`src/rtl/led_mode_selector.sv`:
```
// led_mode_selector
// Key debounce, short/long press decode and pattern-driver selection for the
// board LEDs. A short press steps to the next pattern on release. A long press
// jumps to pattern 0 while the key is still held. Every mode change opens a
// blanking gap: the LEDs are dark and the pattern drivers are held in restart,
// so the new pattern always starts from its first step.
//
// state | meaning
// ------+---------------------------------------------------------------
// BLANK | gap after reset or a mode change; led_out=0, drv_rst=1, events dropped
// RUN   | selected driver is live; led_out follows led_in slice[mode]

module led_mode_selector #(
  parameter int N_MODES      = 4,
  parameter int DEB_CYCLES   = 240000,
  parameter int LONG_CYCLES  = 24000000,
  parameter int BLANK_CYCLES = 1200
) (
  input  logic                         clk,
  input  logic                         rst,
  input  logic                         key_n,
  input  logic [8*N_MODES-1:0]         led_in,
  output logic [7:0]                   led_out,
  output logic [$clog2(N_MODES)-1:0]   mode,
  output logic                         mode_chg,
  output logic                         drv_rst
);

  localparam int MW = $clog2(N_MODES);
  localparam int DW = $clog2(DEB_CYCLES + 1);
  localparam int HW = $clog2(LONG_CYCLES + 1);
  localparam int BW = $clog2(BLANK_CYCLES + 1);

  localparam logic [DW-1:0] DEB_LAST   = DW'(DEB_CYCLES - 1);
  localparam logic [HW-1:0] HOLD_LAST  = HW'(LONG_CYCLES - 1);
  localparam logic [HW-1:0] HOLD_MAX   = HW'(LONG_CYCLES);
  localparam logic [BW-1:0] BLANK_LAST = BW'(BLANK_CYCLES - 1);
  localparam logic [MW-1:0] MODE_LAST  = MW'(N_MODES - 1);

  typedef enum logic {
    ST_BLANK = 1'b0,
    ST_RUN   = 1'b1
  } state_t;

  state_t          state;
  logic            sync1;
  logic            key_sync;
  logic            key_stable;
  logic            key_stable_d;
  logic [DW-1:0]   deb_cnt;
  logic [HW-1:0]   hold_cnt;
  logic            long_done;
  logic [BW-1:0]   blank_cnt;

  logic            key_rise;
  logic            long_hit;
  logic            ev_next;
  logic            ev_goto0;
  logic            ev_any;
  logic [MW-1:0]   mode_next;

  // Two-flop synchroniser for the asynchronous key; idles high (released).
  always_ff @(posedge clk or posedge rst) begin
    if (rst) begin
      sync1    <= 1'b1;
      key_sync <= 1'b1;
    end else begin
      sync1    <= key_n;
      key_sync <= sync1;
    end
  end

  // Accept a new key level only after it has differed for DEB_CYCLES in a row.
  always_ff @(posedge clk or posedge rst) begin
    if (rst) begin
      key_stable   <= 1'b1;
      key_stable_d <= 1'b1;
      deb_cnt      <= '0;
    end else begin
      key_stable_d <= key_stable;
      if (key_sync != key_stable) begin
        if (deb_cnt == DEB_LAST) begin
          key_stable <= key_sync;
          deb_cnt    <= '0;
        end else begin
          deb_cnt <= deb_cnt + 1'b1;
        end
      end else begin
        deb_cnt <= '0;
      end
    end
  end

  // Hold timer; saturating so the long-press threshold is crossed only once per press.
  always_ff @(posedge clk or posedge rst) begin
    if (rst) begin
      hold_cnt  <= '0;
      long_done <= 1'b0;
    end else begin
      if (key_stable) begin
        hold_cnt <= '0;
      end else if (hold_cnt != HOLD_MAX) begin
        hold_cnt <= hold_cnt + 1'b1;
      end

      // long_done suppresses the release event of a press that already jumped to 0
      if (long_hit) begin
        long_done <= 1'b1;
      end else if (key_rise) begin
        long_done <= 1'b0;
      end
    end
  end

  // Press events are decoded from registered state, so they act one edge after
  // the debounced release or the hold threshold.
  assign key_rise  = key_stable & ~key_stable_d;
  assign long_hit  = ~key_stable & (hold_cnt == HOLD_LAST);
  assign ev_next   = key_rise & ~long_done;
  assign ev_goto0  = long_hit;
  assign ev_any    = ev_next | ev_goto0;
  assign mode_next = ev_goto0            ? '0 :
                     (mode == MODE_LAST) ? '0 :
                                           mode + 1'b1;

  // Mode/blanking FSM with registered LED mux and driver restart.
  always_ff @(posedge clk or posedge rst) begin
    if (rst) begin
      state     <= ST_BLANK;
      mode      <= '0;
      blank_cnt <= '0;
      led_out   <= '0;
      drv_rst   <= 1'b1;
      mode_chg  <= 1'b0;
    end else begin
      mode_chg <= 1'b0;
      case (state)
        ST_BLANK: begin
          // events arriving here are intentionally discarded
          led_out <= '0;
          if (blank_cnt == BLANK_LAST) begin
            state   <= ST_RUN;
            drv_rst <= 1'b0;
          end else begin
            blank_cnt <= blank_cnt + 1'b1;
            drv_rst   <= 1'b1;
          end
        end
        ST_RUN: begin
          if (ev_any) begin
            state     <= ST_BLANK;
            mode      <= mode_next;
            mode_chg  <= 1'b1;
            led_out   <= '0;
            drv_rst   <= 1'b1;
            blank_cnt <= '0;
          end else begin
            led_out <= led_in[8*mode +: 8];
            drv_rst <= 1'b0;
          end
        end
        default: begin
          state     <= ST_BLANK;
          blank_cnt <= '0;
          led_out   <= '0;
          drv_rst   <= 1'b1;
        end
      endcase
    end
  end

endmodule

```
`config.mk`:
```
export PLATFORM = sky130hd
export DESIGN_NAME = led_mode_selector
export DESIGN_NICKNAME = d
export VERILOG_FILES = /design/src/rtl/led_mode_selector.sv
export SDC_FILE = /design/constraint.sdc
export NUM_CORES = 1
export LEC_CHECK = 0
export ABC_AREA = 1
export BUFFER_PORTS_ARGS = -buffer_cell sky130_fd_sc_hd__buf_2
export CORE_ASPECT_RATIO = 1.25
export CORE_MARGIN = 1.5
export CORE_UTILIZATION = 25
export CTS_CLUSTER_SIZE = 16
export DETAILED_ROUTE_END_ITERATION = 6
export PLACE_DENSITY = 0.38
export REMOVE_ABC_BUFFERS = 1
export SYNTH_ARGS = -nofsm -noshare
export SYNTH_HDL_FRONTEND = slang
export SYNTH_SLANG_ARGS = --single-unit
export TNS_END_PERCENT = 1
```
`constraint.sdc`:
```
create_clock -name clk -period 2.6 [get_ports clk]
set_input_delay 0.13 -clock clk [delete_from_list [all_inputs] [get_ports clk]]
set_output_delay 0.13 -clock clk [all_outputs]
set_load 0.02 [all_outputs]
```
==> summary.txt <==
Largest buffer count on any clock path -> 2
Count of port buffers added during placement -> 46
Detailed-router iteration count before antenna repair -> 4
Number of buffers inserted for hold repair after clock tree synthesis -> 2
Distinct cells, synth -> 34
Final antenna-violating net count -> 0
Root Buffer Master -> clkbuf_16
Cts bufs inserted -> 9
Share of synthesized registers carrying an async set or reset -> 100%
Number of standard cells after synthesis -> 519
Leading cell type in the layout, fill and taps excluded -> nor2_1
Routed length on met3 -> 211 um
P&R area growth vs syn -> 19.9%
Post-layout instance count excluding filler cells -> 783
Detailed router's first-iteration violation count -> 159
Worst min path class -> input pin to register
Number of synthesized register bits -> 72
Number of antenna violations at the first check in global routing -> 0
Core Rows -> 50
Final worst path period need -> 1960 ps
P per Cell Area -> 522 nW/um^2
Setup repair after global routing missed its margin -> false
Max-slew headroom at the worst pin -> 54.5%
Aggregate routed wire length -> 9340 um
Resize count post-CTS -> 0
Top library cells by usage in the layout, fill and taps aside -> nor2_1 (107), nand2_1 (105), dfrtp_1 (67)
Worst Clk Skew -> 9.05 ps
CORE AREA -> 15100 sq um
Global-route wire length before repair -> 15700 um
Setup TNS -> 0 ps
Synthesized area per cell -> 7.46 sq um
Class of the most critical setup path -> register to register
Count of vias placed by the detailed router -> 3388
Number of hold violations in the final report -> 0
Final layout net count -> 610
Total DRC errors in the routed layout -> 0
Reg clk slew, reported paths -> 60 ps
Pins over their slew limit -> 0
Post-route fraction of the period consumed by the critical path -> 75.6%
Avg WL per Cell -> 11.9 um
Total congestion overflow -> 0
Placed insts -> 765
Clock Latency Late Sink -> 340 ps
Number of buffers inserted by post-CTS setup repair -> 0
Vertical die dimension -> 142 um
Critical Path Fanout Max -> 26
Ant diodes -> 0
Transition time at the pin with the least slew margin -> 683 ps
TritonCTS clock tree -> yes
Final critical-path setup slack -> 636 ps
DR top layer -> met4
Initial Utilization -> 25.7%
Routability-driven placement congestion ratio -> 0.777
Top_reg_cell synth -> dfrtp_1
CP arrival -> 2190 ps
Met2 WL -> 4800 um
Endpoints failing setup -> 0
Number of top-level design ports -> 47
Worst Setup End Kind -> register
Critical path startpoint category -> register
Overall global routing resource usage -> 12.4%
Via count of the first global-routing pass -> 3373
Max-cap viol count -> 0
Detailed placement HPWL -> 6890 um
Area of the die -> 16300 sq um
Number of warnings issued by yosys -> 0
Reported leakage power -> 2.22 nW
Proportion of synthesized chip area in sequential cells -> 46.7%
Number of sinks on the clock net -> 72
Post-synthesis instance area -> 3870 sq um
Achievable frequency -> 0.509 GHz
Setup slack after placement -> 583 ps
Layout cells sized above 1 -> 14.8%
Number of H-tree branching levels -> 3
Pin count of the biggest net entering global routing -> 51
Worst EP required -> 2820 ps
Length of routed wiring on met1 -> 4110 um
Worst vdd rail ir drop -> 0.000290 V
Run status -> finished clean
Die width -> 114 um
Number of vias per cell after detailed routing -> 4.33
Number of enable flip-flop cells after synthesis -> 0
flip-flops by register name, summed over array words and instances, names as in the netlist:
signal and cells:
mode 2, mode_chg 1, long_done 1, hold_cnt 25
state 1, deb_cnt 18, key_stable_d 1, key_stable 1
key_sync 1, sync1 1, led_out 8, drv_rst 1
blank_cnt 11
layout make-up:
cell class,count,area [sq um]
timing repair buffer,49,270
clock inverter,6,60.1
tap,208,260
sequential,72,1810
multi-input combinational,381,1800
clock buffer,10,229
inverter,57,214
fill,1646,10400
cells by family after synthesis:
family / share of synthesized area [%]
and+or+nand+nor: 33.1
DFF: 46.7
AOI/OAI and AO/OA: 9.37
buffers and inverters: 6.75
xor gates and xnor gates: 2.49
adders and majority gates: 1.61
where the power goes:
part	switching (W)	leakage (nW)	internal (W)
registers	0.00000328	0.957	0.00113
logic	0.0000454	1.13	0.0000314
clock network	0.000478	0.138	0.000737
total	0.000527	2.22	0.00190
metrics by stage:
stage / cell area (sq um) / hold WS (ps) / util [%] / power (W)
3_5_place_dp: 4340 / 218 / 28.8 / 0.00123
6_report: 4650 / 79.8 / 30.8 / 0.00242
5_1_grt: 4650 / 99.3 / 30.8 / 0.00253
2_1_floorplan: 3830 / 134 / - / 0.00119
3_3_place_gp: 4340 / 202 / 28.8 / 0.00123
4_1_cts: 4650 / 63.5 / 30.8 / 0.00248
cells in the mapped netlist (all sizes together), types with 7 or more instances:
| library cell | instances | area share [%] |
|---|---|---|
| nor3 | 24 | 3.2 |
| nand3 | 37 | 5.2 |
| a21oi | 29 | 3.7 |
| xor2 | 8 | 1.8 |
| nand2 | 109 | 11 |
| inv | 57 | 5.5 |
| nand4 | 7 | 1.1 |
| o21ai | 36 | 4.7 |
| nor2 | 115 | 12 |
| dfrtp | 67 | 43 |
worst max-delay path: stages, from the launching register on:
cell and delay, ps:
dfstp_2 600, inv_2 200, or2_1 280, nor2_1 80, inv_1 60, nand3_2 210
nand2_2 230, nand2_1 120, nand2_1 50
layer usage:
layer / vias to the layer above / GRT usage [%]
met5: - / 0
met4: 0 / 6.45
met1: 1575 / 14.5
li1: 1771 / -
met2: 27 / 21.6
met3: 15 / 2.17
worst paths after layout:
check                           start       endpoint  slack [ps]  cells past startpoint
max reg2reg                key_stable  blank_cnt[10]         640                      8
min in group asynchronous         rst   blank_cnt[4]         390                      3
max                        key_stable  blank_cnt[10]         640                      8
max in group asynchronous         rst   key_stable_d        1480                      4
min                        led_in[24]     led_out[0]          80                      3
min reg2reg                     sync1       key_sync         360                      0
Note: power is estimated with default switching activity, not from simulation.
